### src/rtl/systolic_pkg.sv
// Shared types, default widths and saturation bounds for the systolic MAC PE.
// The bound helpers return ACC_W_MAX-bit values; callers size-cast them to their own width.
package systolic_pkg;

  localparam int DATA_W_DEF = 8;
  localparam int ACC_W_DEF  = 20;
  localparam int ACC_W_MAX  = 64;

  typedef enum logic {
    ACC,
    DRAIN
  } drain_state_t;

  // Largest representable accumulator value for the given width and signedness.
  function automatic logic [ACC_W_MAX-1:0] max_acc(input int width, input bit is_signed);
    logic [ACC_W_MAX-1:0] ones;
    ones = '1;
    return is_signed ? (ones >> (ACC_W_MAX - width + 1)) : (ones >> (ACC_W_MAX - width));
  endfunction

  // Smallest representable accumulator value; the low `width` bits are the pattern to load.
  function automatic logic [ACC_W_MAX-1:0] min_acc(input int width, input bit is_signed);
    logic [ACC_W_MAX-1:0] ones;
    ones = '1;
    return is_signed ? (ones << (width - 1)) : '0;
  endfunction

endpackage

### src/rtl/systolic_mac_core.sv
// Accumulator datapath of the systolic PE: product extension, clear/add and ovf.
// Macro SYSTOLIC_PE_SAT_EN switches accumulation from wrapping to saturating.
module systolic_mac_core
  import systolic_pkg::*;
#(
  parameter int DATA_W = DATA_W_DEF,
  parameter int ACC_W  = ACC_W_DEF,
  parameter int SIGNED = 0
) (
  input  logic              clk,
  input  logic              rst,
  input  logic [DATA_W-1:0] a_in,
  input  logic [DATA_W-1:0] b_in,
  input  logic              fire,
  input  logic              clr_in,
  output logic [ACC_W-1:0]  acc,
  output logic              ovf
);

  logic [2*DATA_W-1:0] prod;
  logic [ACC_W-1:0]    prod_ext;
  logic [ACC_W-1:0]    sum;
  logic [ACC_W-1:0]    acc_nxt;

  // Operands are pre-extended to the full product width so the multiply is self-sized.
  if (SIGNED != 0) begin : g_signed_prod
    assign prod     = $signed({{DATA_W{a_in[DATA_W-1]}}, a_in})
                    * $signed({{DATA_W{b_in[DATA_W-1]}}, b_in});
    assign prod_ext = ACC_W'($signed(prod));
  end else begin : g_unsigned_prod
    assign prod     = {{DATA_W{1'b0}}, a_in} * {{DATA_W{1'b0}}, b_in};
    assign prod_ext = ACC_W'(prod);
  end

`ifdef SYSTOLIC_PE_SAT_EN
  localparam logic [ACC_W-1:0] ACC_MAX = ACC_W'(max_acc(ACC_W, SIGNED != 0));
  localparam logic [ACC_W-1:0] ACC_MIN = ACC_W'(min_acc(ACC_W, SIGNED != 0));

  logic [ACC_W:0]   sum_wide;
  logic             add_ovf;
  logic [ACC_W-1:0] sat_val;

  // Signed overflow: both addends share a sign that the result lost; the clamp follows that sign.
  always_comb begin
    sum_wide = {1'b0, acc} + {1'b0, prod_ext};
    if (SIGNED != 0) begin
      add_ovf = (acc[ACC_W-1] == prod_ext[ACC_W-1]) && (sum_wide[ACC_W-1] != acc[ACC_W-1]);
      sat_val = acc[ACC_W-1] ? ACC_MIN : ACC_MAX;
    end else begin
      add_ovf = sum_wide[ACC_W];
      sat_val = ACC_MAX;
    end
    sum = add_ovf ? sat_val : sum_wide[ACC_W-1:0];
  end

  // The product always fits in ACC_W, so only the accumulate path can clamp.
  always_ff @(posedge clk or posedge rst) begin
    if (rst) begin
      ovf <= 1'b0;
    end else if (fire && !clr_in && add_ovf) begin
      ovf <= 1'b1;
    end
  end
`else
  assign sum = acc + prod_ext;
  assign ovf = 1'b0;
`endif

  // NOTE: every signal written in always_comb gets a default first, so no path can infer a latch.
  always_comb begin
    acc_nxt = acc;
    if (clr_in) begin
      acc_nxt = fire ? prod_ext : '0;
    end else if (fire) begin
      acc_nxt = sum;
    end
  end

  // NOTE: state registers use non-blocking assignments so every flop samples pre-edge values.
  always_ff @(posedge clk or posedge rst) begin
    if (rst) begin
      acc <= '0;
    end else begin
      acc <= acc_nxt;
    end
  end

endmodule

### src/rtl/systolic_mac_pe.sv
// Output-stationary systolic MAC processing element: operand forwarding, protocol
// error flag and the column drain chain. Optional macro: SYSTOLIC_PE_SAT_EN.
module systolic_mac_pe
  import systolic_pkg::*;
#(
  parameter int DATA_W = DATA_W_DEF,
  parameter int ACC_W  = ACC_W_DEF,
  parameter int SIGNED = 0
) (
  input  logic              clk,
  input  logic              rst,
  input  logic [DATA_W-1:0] a_in,
  input  logic              a_vld_in,
  input  logic [DATA_W-1:0] b_in,
  input  logic              b_vld_in,
  input  logic              clr_in,
  output logic [DATA_W-1:0] a_out,
  output logic              a_vld_out,
  output logic              clr_out,
  output logic [DATA_W-1:0] b_out,
  output logic              b_vld_out,
  input  logic              drain_in,
  input  logic [ACC_W-1:0]  res_in,
  input  logic              res_vld_in,
  output logic [ACC_W-1:0]  res_out,
  output logic              res_vld_out,
  output logic [ACC_W-1:0]  acc_out,
  output logic              err,
  output logic              ovf
);

  logic             fire;
  logic [ACC_W-1:0] acc;
  drain_state_t     state;
  drain_state_t     state_nxt;
  logic [ACC_W-1:0] res_nxt;
  logic             res_vld_nxt;

  assign fire    = a_vld_in & b_vld_in;
  assign acc_out = acc;

  systolic_mac_core #(
    .DATA_W (DATA_W),
    .ACC_W  (ACC_W),
    .SIGNED (SIGNED)
  ) u_core (
    .clk    (clk),
    .rst    (rst),
    .a_in   (a_in),
    .b_in   (b_in),
    .fire   (fire),
    .clr_in (clr_in),
    .acc    (acc),
    .ovf    (ovf)
  );

  // Operands and markers forward unconditionally; valid travels alongside as plain data.
  always_ff @(posedge clk or posedge rst) begin
    if (rst) begin
      a_out     <= '0;
      a_vld_out <= 1'b0;
      clr_out   <= 1'b0;
      b_out     <= '0;
      b_vld_out <= 1'b0;
    end else begin
      a_out     <= a_in;
      a_vld_out <= a_vld_in;
      clr_out   <= clr_in;
      b_out     <= b_in;
      b_vld_out <= b_vld_in;
    end
  end

  // A lone valid means the neighbours are out of step; the flag stays up until reset.
  always_ff @(posedge clk or posedge rst) begin
    if (rst) begin
      err <= 1'b0;
    end else if (a_vld_in ^ b_vld_in) begin
      err <= 1'b1;
    end
  end

  // Drain captures acc before this cycle's update, so a new tile may clear/start alongside it.
  always_comb begin
    state_nxt   = state;
    res_nxt     = res_out;
    res_vld_nxt = 1'b0;
    unique case (state)
      ACC: begin
        if (drain_in) begin
          res_nxt     = acc;
          res_vld_nxt = 1'b1;
          state_nxt   = DRAIN;
        end
      end
      DRAIN: begin
        res_nxt     = res_in;
        res_vld_nxt = res_vld_in;
        if (!res_vld_in) begin
          state_nxt = ACC;
        end
      end
    endcase
  end

  always_ff @(posedge clk or posedge rst) begin
    if (rst) begin
      state       <= ACC;
      res_out     <= '0;
      res_vld_out <= 1'b0;
    end else begin
      state       <= state_nxt;
      res_out     <= res_nxt;
      res_vld_out <= res_vld_nxt;
    end
  end

endmodule

### config.mk
export PLATFORM = sky130hd
export DESIGN_NAME = systolic_mac_pe
export DESIGN_NICKNAME = d
export VERILOG_FILES = /design/src/rtl/systolic_pkg.sv /design/src/rtl/systolic_mac_core.sv /design/src/rtl/systolic_mac_pe.sv
export SDC_FILE = /design/constraint.sdc
export NUM_CORES = 1
export LEC_CHECK = 0
export ABC_CLOCK_PERIOD_IN_PS = 3200
export CORE_MARGIN = 2
export CORE_UTILIZATION = 35
export DETAILED_ROUTE_END_ITERATION = 16
export SLEW_MARGIN = 20
export SYNTH_ARGS = -nofsm -noshare
export SYNTH_HDL_FRONTEND = slang
export SYNTH_HIERARCHICAL = 1
export SYNTH_SLANG_ARGS = --single-unit
### constraint.sdc
create_clock -name clk -period 3.2 [get_ports clk]
set_input_delay 0.64 -clock clk [delete_from_list [all_inputs] [get_ports clk]]
set_output_delay 0.64 -clock clk [all_outputs]
set_load 0.01 [all_outputs]
# Word-level counts from Yosys, hierarchy flattened
# Cells that the tools add are included.
[totals] romBits=0 regBits=62 out_inout_bits=62 elab_cells=26 latchBits=0 mem_bits_rw=0 mem_count=0
[classes] n_mul=1 bitwise_logic=3 shift=0 n_reduce_logical=1 mux=9 n_eq_ne=1 order_cmp=0 div_mod_pow=0 n_addsub=1
[op_table] operator="20-bit two-way mux" count=3
[op_table] operator="20-bit one-hot mux with 2 select lines" count=1
[op_table] operator="20-bit by 16-bit adder with 20-bit output" count=1
[op_table] operator="8-bit by 8-bit multiplier with 16-bit output" count=1
[op_table] operator="16-bit two-way mux" count=1
[op_table] operator="1-bit one-hot mux with 2 select lines" count=2
[op_table] operator="1-bit two-way mux" count=2
[op_table] operator="2-bit inequality test, second input constant" count=1
[op_table] operator="2-bit nonzero test" count=1
[op_table] operator="1-bit bitwise AND" count=1
[op_table] operator="1-bit NOT" count=1
[op_table] operator="1-bit bitwise XOR" count=1

# Longest topological paths before layout
# Gate-level depths: netlist (run 1).
[depth] word_depth=4 mapped_depth=23

# Modules after synthesis
# Netlist (run 1), hierarchy kept.
[modules_own_cells] module="systolic_mac_core" area_per_inst_um2=3849.9 cells_each=441 n_inst=1
[modules_own_cells] module="systolic_mac_pe" area_per_inst_um2=1510.2 cells_each=112 n_inst=1

# Worst setup path after synthesis (run 1)
# Ideal clock, no wire load.
[synth_timing] kind="input -> register" startpoint="input a_in[0]" endpoint="register u_core.acc[17]" t_required_ps=3122 path_stages=21 path_buffers=0 slack_ps=-2297 arrival_time_ps=5419 path_cell_list="nand2_1 -> fa_1 -> fa_1 -> inv_1 -> fa_1 -> inv_1 -> fa_1 -> inv_1 -> ha_1 -> nor3_1 -> nor2_1 -> a31oi_1 -> o21ai_1 -> xnor2_1 -> ha_1 -> and3_1 -> a22oi_1 -> a31oi_2 -> nor2_1 -> or3_1 -> a21oi_1"
[synth_between] elab_chain_cells=4
[synth_lines] element="start: declaration" line="systolic_mac_pe.sv:12" text="input logic [DATA_W-1:0] a_in,"
[synth_lines] element="8-bit by 8-bit multiplier with 16-bit output" line="systolic_mac_core.sv:31" text="assign prod = {{DATA_W{1'b0}}, a_in} * {{DATA_W{1'b0}}, b_in};"
[synth_lines] element="20-bit by 16-bit adder with 20-bit output" line="systolic_mac_core.sv:65" text="assign sum = acc + prod_ext;"
[synth_lines] element="20-bit two-way mux" line="systolic_mac_core.sv:74" text="end else if (fire) begin"
[synth_lines] element="20-bit two-way mux" line="systolic_mac_core.sv:72" text="if (clr_in) begin"
[synth_lines] element="end signal: assignment" line="systolic_mac_core.sv:84" text="acc <= acc_nxt;"
[synth_lines] element="end: declaration" line="systolic_mac_core.sv:16" text="output logic [ACC_W-1:0] acc,"
# Every way passes these cells. The select of a mux whose other input is x is not followed.
# A chain may end at the register's enable or synchronous reset.

# Worst setup path after layout (run 1)
[layout_timing] startpoint="input b_in[4]" endpoint="register u_core.acc[17]"
[layout_between] elab_chain_cells=4
[layout_lines] element="start: declaration" line="systolic_mac_pe.sv:14" text="input logic [DATA_W-1:0] b_in,"
[layout_lines] element="8-bit by 8-bit multiplier with 16-bit output" line="systolic_mac_core.sv:31"
[layout_lines] element="20-bit by 16-bit adder with 20-bit output" line="systolic_mac_core.sv:65"
[layout_lines] element="20-bit two-way mux" line="systolic_mac_core.sv:74"
[layout_lines] element="20-bit two-way mux" line="systolic_mac_core.sv:72"
# Every way passes these cells. The select of a mux whose other input is x is not followed.

==> flow_summary.yaml, run 1 <==
sta:
  hold_violations: 0
  fin_crit_ns: 5.22
  worst_slew_pin_slew_ns: 0.933
  drv_slew: 0
  finalCritPeriodShare_pct: 163
  worst_slack_ns: -2.02
  rsz0062_at_grt: "yes"
  tns_ns: -26.05
  maxSlewHeadroom_pct: 37.7
  finalSetupViolations: 16
  timing.hold.ws_ns: 0.483
  fmax_mhz: 191
  skew_ns: 0.00657
clocking:
  ctsHoldBuffers: 0
  clockBufferDepth: 2
  cts_tree: "built"
  cts.sinks: 61
  path_clk_slew_ns: 0.05
  cts_buffers: 9
  clk_latency_ns: 0.35
  root_buffer: "clkbuf_16"
  htree_levels: 3
synth:
  synth_top_area_share_pct: 28.5
  synth_compound_area_share_pct: 14.8
  synth-edff-count: 0
  yosysTopAreaCell: "dfrtp_1"
  syn_area_per_cell_sq_um: 9.69
  synth.yosys.seq_area_share_pct: 28.5
  synth_fa_ha_area_share_pct: 26.4
  ys_ff_latch: 61
  synth.area.top_cells: "dfrtp_1 (28%), fa_1 (14%), ha_1 (13%), and2_1 (6.3%), mux2i_1 (5.0%)"
  yosys.area_share.xor_xnor_pct: 3.10
  syn-cell-area_sq_mm: 0.00536
  synth-simple-area-share_pct: 15.0
  yosys_warnings: 6
  async_reset_ff_share_pct: 100
  synth_top_family_by_area: "adder cells"
  syn_nets: 687
  synthMuxAreaShare_pct: 5.46
  yosysUniqueCellTypes: 57
  postSynthCellCount: 553
  synth_ff_type: "dfrtp_1"
min_path:
  hold_path.startpoint: "err$_DFFE_PP0P_"
  worstHoldEndpoint: "err$_DFFE_PP0P_"
  worst_hold_path_type: "flop to flop"
  holdPathStages: 1
place:
  gp_congestion: 0.916
  pre_cts_ws_ns: -2.85
  hpwl_um: 11000
  port_buffers: 103
grt:
  grt_pass1_vias: 4936
  grt-ovfl-total: 0
  grt_max_degree: 42
  grtUsageTotal_pct: 18.4
  antenna_found_initial: 0
  grt_pass1_wl_um: 24100
drt:
  route.antenna.remaining_nets: 0
  wl_met2_um: 7860
  wl_met1_um: 6720
  drt-total-wl_um: 15300
  vias: 4804
  dr.pass1.iters: 4
  drc_errors: 0
  drt-initial-drc-count: 174
  wl_met3_um: 509
  vias_per_cell: 4.98
  wl_per_cell_um: 15.9
  topRoutingLayerUsed: "met4"
pwr:
  p_leak_nw: 3.97
  power_density_mw_per_mm2: 1020
  ir_drop_mv: 0.606
  p_total_mw: 8.81
finish:
  most-common-layout-cells: "buf_4 (101), clkdlybuf4s50_1 (87), dfrtp_1 (61), inv_1 (47), nand2_1 (38)"
  antenna_cells: 0
  area_growth_pct: 60.7
  final_core_utilization_pct: 57.1
  final_nets: 906
  nFillCells: 1277
  layout_commonest_cell: "buf_4"
  drive_above_1_share_pct: 37.8
floorplan:
  dieArea_sq_mm: 0.0163
  rows: 45
  ios: 105
  die_w_um: 128
  placeableCoreArea_sq_mm: 0.0151
  die_y_um: 128
  initial_core_util_pct: 35.5
status:
  violations: "setup timing"
  status: "finished, violations left"
critical_path:
  crit_type: "input port to flop"
  r2r_start: "u_core/acc[0]$_DFFE_PP0P_"
  critPathMaxFanout: 6
  cp_data_arrival_time_ns: 5.50
  worstRegToRegCells: 9
  cp-end-kind: "flop"
  rrSetupSlack_ns: 0.89
  cp.required_ns: 3.47
  regToRegEndpoint: "u_core/acc[8]$_DFFE_PP0P_"
  startpoint_type: "input port"
flow_run:
  drv_cap: 0
[cell usage after synthesis, types with 2 or more instances]
| master | count |
|---|---|
| a211oi_2 | 2 |
| a21oi_1 | 22 |
| buf_2 | 4 |
| clkbuf_1 | 4 |
| buf_6 | 3 |
| o21bai_1 | 2 |
| o21ai_1 | 31 |
| mux2i_1 | 27 |
| a31oi_1 | 4 |
| xnor2_1 | 12 |
| nor3_1 | 3 |
| nand2_1 | 44 |
| o311ai_1 | 2 |
| o21ai_0 | 12 |
| a2bb2oi_1 | 2 |
| nor2b_1 | 3 |
| ha_1 | 54 |
| nand4_1 | 3 |
| or2_2 | 2 |
| buf_12 | 2 |
| and2_1 | 54 |
| nor2_1 | 24 |
| and3_1 | 4 |
| a311oi_1 | 3 |
| a21o_1 | 10 |
| or3_1 | 3 |
| inv_1 | 60 |
| xor2_1 | 7 |
| nor4_1 | 2 |
| nand3_1 | 10 |
| o21a_1 | 5 |
| dfrtp_1 | 61 |
| a211oi_1 | 7 |
| fa_1 | 37 |
| o2bb2ai_1 | 6 |
[layout make-up]
| type | count | area, sq um | area share (%) |
|---|---|---|---|
| Timing Repair Buffer | 223 | 1990 | 23.1 |
| Clock buffer | 12 | 256 | 2.98 |
| Tap cell | 188 | 235 | 2.73 |
| Inverter | 61 | 229 | 2.66 |
| Multi-Input combinational cell | 416 | 4300 | 50.0 |
| Sequential cell | 61 | 1530 | 17.7 |
| Clock inverter | 4 | 70.1 | 0.813 |
[worst max-delay path, stage by stage]
cell and delay, ns:
buf_8 0.11, buf_4 0.13, and2_4 0.15, fa_2 0.37, fa_1 0.51, inv_2 0.04, fa_1 0.47, fa_1 0.51
inv_2 0.05, ha_4 0.30, o21ai_4 0.07, o21ai_2 0.19, a31oi_4 0.14, buf_4 0.16, buf_6 0.11, o31ai_4 0.24
xor2_2 0.11, ha_2 0.39, o21ai_1 0.12, a31oi_4 0.18, nor2_1 0.07, or3_1 0.33, a21oi_2 0.12
[metrics by stage]
stage	area (sq um)	instances
6_report	8610	965
5_1_grt	8610	965
4_1_cts	8290	958
3_5_place_dp	7460	928
3_3_place_gp	7460	928
2_1_floorplan	5580	553
[layer usage]
metal | global-route usage (%) | vias to the layer above
li1 | - | 2316
met4 | 5.88 | 0
met2 | 31.4 | 92
met1 | 23.9 | 2378
met3 | 3.13 | 18
met5 | 0 | -
[sequential cells by signal, summed over array words and instances (netlist names)]
name,cells
clr_out,1
a_out,8
a_vld_out,1
err,1
res_vld_out,1
b_vld_out,1
b_out,8
u_core/acc,20
res_out,20
[how the worst max path moves through the flow]
stage | cells after the start | from | endpoint
5_1_grt | 24 | a_in[2] | u_core/acc[19]$_DFFE_PP0P_
2_1_floorplan | 20 | a_in[3] | u_core/acc[17]$_DFFE_PP0P_
3_5_place_dp | 23 | a_in[3] | u_core/acc[17]$_DFFE_PP0P_
3_3_place_gp | 23 | a_in[3] | u_core/acc[17]$_DFFE_PP0P_
4_1_cts | 25 | a_in[2] | u_core/acc[17]$_DFFE_PP0P_
6_report | 23 | b_in[4] | u_core/acc[17]$_DFFE_PP0P_
[kinds of logic after synthesis]
group	count (synthesis)
AO/OA/AOI/OAI	119
XOR/XNOR	19
adder cells (fa/ha/maj)	91
buffers and inverters	76
flip-flops	61
multiplexers	29
other	1
AND/OR/NAND/NOR	157
[what timing repair did]
action,4_1_cts,5_1_grt
gates cloned,0,0
setup endpoints to repair,17,17
resized for setup,152,67
pin swaps,70,75
buffers inserted,14,12
[power breakdown]
part / switching [mW] / internal (mW)
registers: 0.163 / 0.911
logic: 3.03 / 3.63
clock network: 0.357 / 0.721
No activity file was read; power rests on OpenSTA's default activity.
==> run 2, diff against run 1 <==
--- a/config.mk
+++ b/config.mk
@@ -5,7 +5,7 @@
 export SDC_FILE = /design/constraint.sdc
 export NUM_CORES = 1
 export LEC_CHECK = 0
-export ABC_CLOCK_PERIOD_IN_PS = 3200
+export ABC_CLOCK_PERIOD_IN_PS = 5400
 export CORE_MARGIN = 2
 export CORE_UTILIZATION = 35
 export DETAILED_ROUTE_END_ITERATION = 16
==> constraint.sdc (replaced) <==
create_clock -name clk -period 5.4 [get_ports clk]
set_input_delay 1.08 -clock clk [delete_from_list [all_inputs] [get_ports clk]]
set_output_delay 1.08 -clock clk [all_outputs]
set_load 0.01 [all_outputs]
==> run 2 against run 1 <==
  * The flow still finishes with violations (setup timing)
  * Critical path type unchanged
  * Final area fell by 6.6%
  * Largest cell class unchanged
  * Sequential cell count unchanged
  * Non-clock buffer count decreased by 17
  * Critical path depth unchanged
  * Largest power group unchanged
  * Register-to-register slack better by 2.0 ns
  * Clock-buffer cell count decreased by 1
  * Clock power is 46% lower
  * Setup slack gained 1.8 ns
  * Global-route usage is 0.69 points lower
  * Wire length shrank 7.8%
==> flow_summary.yaml, run 2 (synthesis gave the netlist of run 1 again) <==
status:
  status: "finished, violations left"
  violations: "setup timing"
sta:
  worst_slack_ns: -0.254
  drv_slew: 0
  skew_ns: 0.00927
  rsz0062_at_grt: "yes"
  worst_slew_pin_slew_ns: 0.903
  fmax_mhz: 177
  hold_violations: 0
  timing.hold.ws_ns: 0.469
  finalSetupViolations: 10
  tns_ns: -1.47
  fin_crit_ns: 5.65
  maxSlewHeadroom_pct: 39.7
  finalCritPeriodShare_pct: 105
floorplan:
  ios: 105
  dieArea_sq_mm: 0.0163
  die_y_um: 128
  placeableCoreArea_sq_mm: 0.0151
  initial_core_util_pct: 35.5
  die_w_um: 128
  rows: 45
finish:
  nFillCells: 1369
  top_regs: "res_out (20), u_core/acc (20)"
  final_area_sq_mm: 0.00804
  final_core_utilization_pct: 53.3
  seq_area_sq_mm: 0.00153
  drive_above_1_share_pct: 29.8
  antenna_cells: 0
  area_growth_pct: 50.0
  final_nets: 889
  layout_commonest_cell: "buf_4"
  most-common-layout-cells: "buf_4 (98), clkdlybuf4s50_1 (87), dfrtp_1 (61), inv_1 (52), ha_1 (43)"
  multi_input_area_sq_mm: 0.00394
critical_path:
  startpoint_type: "input port"
  max_stage_delay_ns: 0.56
  cp_data_arrival_time_ns: 5.86
  cp.required_ns: 5.61
  cp-end-kind: "flop"
  path_cells: "buf_6 > buf_6 > and2_4 > fa_1 > fa_1 > fa_1 > inv_2 > fa_1 > inv_2 > ha_4 > nand2_2 > o21ai_2 > o21ai_2 > nor2b_1 > o21ai_1 > a211oi_2 > ha_1 > and3_4 > a22oi_2 > a31oi_4 > xor2_1 > mux2i_1 > o2bb2ai_1"
  path_buf_inv: 4
  crit_family: "adder cells"
  crit_path_top_delay_cell: "fa_1"
  critPathMaxFanout: 4
  crit_type: "input port to flop"
  path_common_cell: "fa_1"
place:
  dpl_cell_area_sq_mm: 0.00733
  port_buffers: 103
  hpwl_um: 10800
  gp_congestion: 0.905
  pre_cts_ws_ns: -1.08
clocking:
  cts_tree: "built"
  root_buffer: "clkbuf_16"
  cts_buffers: 9
  clk_latency_ns: 0.34
  path_clk_slew_ns: 0.05
  cts.sinks: 61
  clockBufferDepth: 2
  htree_levels: 3
pwr:
  switching_share_pct: 39.7
  clockPowerShare_pct: 13.2
  ir_drop_mv: 0.328
  p_leak_nw: 3.80
  netSwitchingPower_mw: 1.76
  intPower_mw: 2.67
  seqPwrFrac_pct: 14.2
  power_density_mw_per_mm2: 551
  pwr-share-comb_pct: 72.6
drt:
  drc_errors: 0
  drt-total-wl_um: 14100
  dr.pass1.iters: 4
  drt-initial-drc-count: 174
  route.antenna.remaining_nets: 0
  wl_per_cell_um: 14.9
  vias: 4650
  vias_per_cell: 4.91
grt:
  grtUsageTotal_pct: 17.7
  antenna_found_initial: 0
  grt_max_degree: 42
  grt_pass1_vias: 4782
  grt_pass1_wl_um: 23100
  grt-ovfl-total: 0
min_path:
  worst_hold_path_type: "flop to flop"
flow_run:
  drv_cap: 0
run 2: changes by cell type in the layout (fill, tap and decap cells not counted), sizes merged:
cell           delta
buf              -20
clkinvlp          +1
clkdlybuf4s15     +1
dlygate4sd2       +2
clkbuf            -1
bufinv            -1
run 2: through the flow:
step / instances / power (mW)
after floorplan: 553 / 2.21
final: 947 / 4.43
after CTS: 941 / 4.10
after global routing: 947 / 4.77
after detailed placement: 918 / 3.27
after global placement: 918 / 3.24
run 2: power by group through the flow:
stage          registers, mW  clock network, mW  logic (mW)
2_1_floorplan          0.648                  0        1.56
3_3_place_gp           0.632                  0        2.61
3_5_place_dp           0.635                  0        2.64
4_1_cts                0.630              0.608        2.86
5_1_grt                0.643              0.619        3.51
6_report               0.631              0.585        3.21
run 2: path summary, 6_finish.rpt:
| check | startpoint | end | slack, ns | depth (start not counted) |
|---|---|---|---|---|
| worst max-delay path | b_in[6] | u_core/acc[15]$_DFFE_PP0P_ | -0.25 | 23 |
| worst min-delay path | err$_DFFE_PP0P_ | err$_DFFE_PP0P_ | 0.47 | 1 |
| worst max register to register | u_core/acc[0]$_DFFE_PP0P_ | u_core/acc[8]$_DFFE_PP0P_ | 2.89 | 9 |
| worst min register to register | err$_DFFE_PP0P_ | err$_DFFE_PP0P_ | 0.47 | 1 |
| max in group asynchronous | rst | res_out[1]$_DFFE_PP0P_ | 3.55 | 2 |
| min in group asynchronous | rst | u_core/acc[18]$_DFFE_PP0P_ | 1.26 | 2 |
run 2: routing by layer:
metal  GRT usage (%)  share of wire, %
met1            22.5                45
met2            29.7                49
met3            3.38               3.9
met4            7.24               2.1
met5               0                 0
run 2: area by class of cell:
cell class	instances	area share, %
well taps	188	2.92
clock buffers	11	3.14
flip-flops and latches	61	19.0
inverters	61	2.85
clock inverters	4	0.591
repair buffers	206	22.6
multi-input cells	416	48.9
run 2: timing repair:
action / 4_1_cts / 5_1_grt
endpoints found under the setup margin: 14 / 13
gates resized for setup: 83 / 61
hold buffers: 0 / 0
buffers inserted: 8 / 7
pin swaps: 40 / 46
gates cloned: 1 / 0
==> run 3, diff against run 2 <==
--- a/config.mk
+++ b/config.mk
@@ -14,3 +14,4 @@
 export SYNTH_HDL_FRONTEND = slang
 export SYNTH_HIERARCHICAL = 1
 export SYNTH_SLANG_ARGS = --single-unit
+export TNS_END_PERCENT = 1
==> run 3 against run 2 <==
  * The run still ends with setup timing left
  * Utilization is 1.5 points lower
  * Wire length is 1.5% lower
  * Non-clock buffer count is 8 lower
  * Via count is 1.1% lower
  * Sequential cell count stayed put
  * Final cell count is 0.74% lower
  * Sequential share of layout area is 0.55 points higher
  * Sequential power hardly changed
  * Clock power is 3.8% higher
  * Largest power group unchanged
==> flow_summary.yaml, run 3 (synthesis gave the netlist of run 1 again) <==
sta:
  maxSlewHeadroom_pct: 29.6
  worst_slew_pin_slew_ns: 1.05
  rsz0062_at_grt: "yes"
  timing.hold.ws_ns: 0.467
  finalSetupViolations: 9
  fmax_mhz: 176
  finalCritPeriodShare_pct: 105
  skew_ns: 0.0108
  fin_crit_ns: 5.68
  drv_slew: 0
  hold_violations: 0
  worst_slack_ns: -0.276
floorplan:
  rows: 45
  initial_core_util_pct: 35.5
  die_y_um: 128
  placeableCoreArea_sq_mm: 0.0151
  ios: 105
  dieArea_sq_mm: 0.0163
  die_w_um: 128
drt:
  vias_per_cell: 4.89
  wl_per_cell_um: 14.8
  route.antenna.remaining_nets: 0
  drc_errors: 0
  vias: 4598
  dr.pass1.iters: 4
  drt-total-wl_um: 13900
  drt-initial-drc-count: 124
clocking:
  root_buffer: "clkbuf_16"
  htree_levels: 3
  cts.sinks: 61
  path_clk_slew_ns: 0.06
  clk_latency_ns: 0.34
  clockBufferDepth: 2
  ctsHoldBuffers: 0
  cts_tree: "built"
  cts_buffers: 9
critical_path:
  endpoint: "u_core/acc[17]$_DFFE_PP0P_"
  path_cells: "buf_2 > and2_1 > fa_1 > fa_1 > ha_1 > inv_1 > fa_1 > inv_1 > ha_4 > a211oi_2 > nor2_4 > o21a_1 > nor2_1 > xnor2_2 > ha_1 > and3_4 > and2_4 > o2111ai_4 > a31oi_4 > nor2_1 > or3_1 > a21oi_1"
  startpoint_type: "input port"
  path_buf_inv: 3
  path_common_cell: "fa_1"
  cp_data_arrival_time_ns: 5.92
  rrSetupSlack_ns: 2.97
  r2r_start: "u_core/acc[0]$_DFFE_PP0P_"
  regToRegEndpoint: "u_core/acc[8]$_DFFE_PP0P_"
  critPathMaxFanout: 6
  cp.required_ns: 5.64
  max_stage_delay_ns: 0.53
  crit_family: "adder cells"
  crit_path_top_delay_cell: "fa_1"
  worstRegToRegCells: 9
  crit_cells: 22
  cp-startpoint: "a_in[0]"
  crit_type: "input port to flop"
  cp-end-kind: "flop"
finish:
  drive_above_1_share_pct: 25.8
  final_core_utilization_pct: 51.8
  antenna_cells: 0
  final_nets: 881
  layout_commonest_cell: "buf_4"
  top_regs: "res_out (20), u_core/acc (20)"
  most-common-layout-cells: "buf_4 (93), clkdlybuf4s50_1 (87), dfrtp_1 (61), inv_1 (55), and2_1 (45)"
  area_growth_pct: 45.8
place:
  port_buffers: 103
  hpwl_um: 10500
  gp_congestion: 0.887
pwr:
  switching_share_pct: 39.9
  pwr-share-comb_pct: 70.2
  netSwitchingPower_mw: 1.65
  clockPowerShare_pct: 14.7
  intPower_mw: 2.49
  seqPwrFrac_pct: 15.2
  ir_drop_mv: 0.279
  power_density_mw_per_mm2: 530
  p_leak_nw: 3.70
flow_run:
  drv_cap: 0
grt:
  use_met2_pct: 30.3
  grt_pass1_vias: 4654
  grt_max_degree: 43
  antenna_found_initial: 0
  grtUsageMet1_pct: 22.1
  grt-ovfl-total: 0
  gr-max-usage-layer: "met2"
  grt_pass1_wl_um: 22900
  grt_util_met3_pct: 3.63
  grtUsageTotal_pct: 17.6
status:
  status: "finished, violations left"
  violations: "setup timing"
min_path:
  worst_hold_path_type: "flop to flop"
## run 3: cell types whose count changed in the layout (fill, tap and decap cells not counted), moves of 4 or more
cell     change
nand2_1      +4
and2_1       +4
buf_6        -6
and2_4       -4
buf_2        +4
buf_4        -5
## run 3: worst min path at each step
stage | depth (start not counted) | to | slack [ns] | start
2_1_floorplan | 1 | err$_DFFE_PP0P_ | 0.51 | err$_DFFE_PP0P_
3_5_place_dp | 1 | err$_DFFE_PP0P_ | 0.45 | err$_DFFE_PP0P_
6_report | 1 | err$_DFFE_PP0P_ | 0.47 | err$_DFFE_PP0P_
5_1_grt | 1 | err$_DFFE_PP0P_ | 0.48 | err$_DFFE_PP0P_
4_1_cts | 1 | err$_DFFE_PP0P_ | 0.47 | err$_DFFE_PP0P_
3_3_place_gp | 1 | err$_DFFE_PP0P_ | 0.45 | err$_DFFE_PP0P_
## run 3: per-stage QoR
| step | power (mW) | cells | cell area, sq um | setup slack [ns] | setup TNS, ns |
|---|---|---|---|---|---|
| final | 4.14 | 940 | 7820 | -0.276 | -1.80 |
| after global placement | 3.17 | 910 | 7220 | -0.994 | -12.16 |
| after detailed placement | 3.19 | 910 | 7220 | -1.09 | -13.17 |
| after CTS | 4.01 | 937 | 7690 | -0.259 | -1.58 |
| after floorplan | 2.15 | 553 | 5480 | -0.133 | -0.742 |
| after global routing | 4.49 | 940 | 7820 | -0.501 | -4.25 |
## run 3: final cells by class
class | instances | area [sq um]
clock buffer | 11 | 253
clock inverter | 5 | 58.8
fill | 1391 | 7270
inverter | 61 | 229
multi-input combinational | 416 | 3790
sequential | 61 | 1530
tap | 188 | 235
timing repair buffer | 198 | 1730
## run 3: layer usage
layer / up-vias / wire length (um)
li1: 2276 / -
met1: 2195 / 6240
met2: 103 / 6800
met3: 24 / 579
met4: 0 / 296
met5: - / 0
## run 3: timing repair
| action | 4_1_cts | 5_1_grt |
|---|---|---|
| gates resized for setup | 92 | 20 |
| pin swaps | 31 | 21 |
| endpoints found under the setup margin | 14 | 13 |
| setup buffers | 11 | 3 |
## run 3: power by group through the flow
stage | Sequential, mW | Combinational [mW] | Clock [mW]
CTS | 0.628 | 2.75 | 0.628
global placement | 0.631 | 2.53 | 0
detailed placement | 0.635 | 2.55 | 0
finish | 0.628 | 2.90 | 0.607
floorplan | 0.648 | 1.50 | 0
global route | 0.642 | 3.20 | 0.646
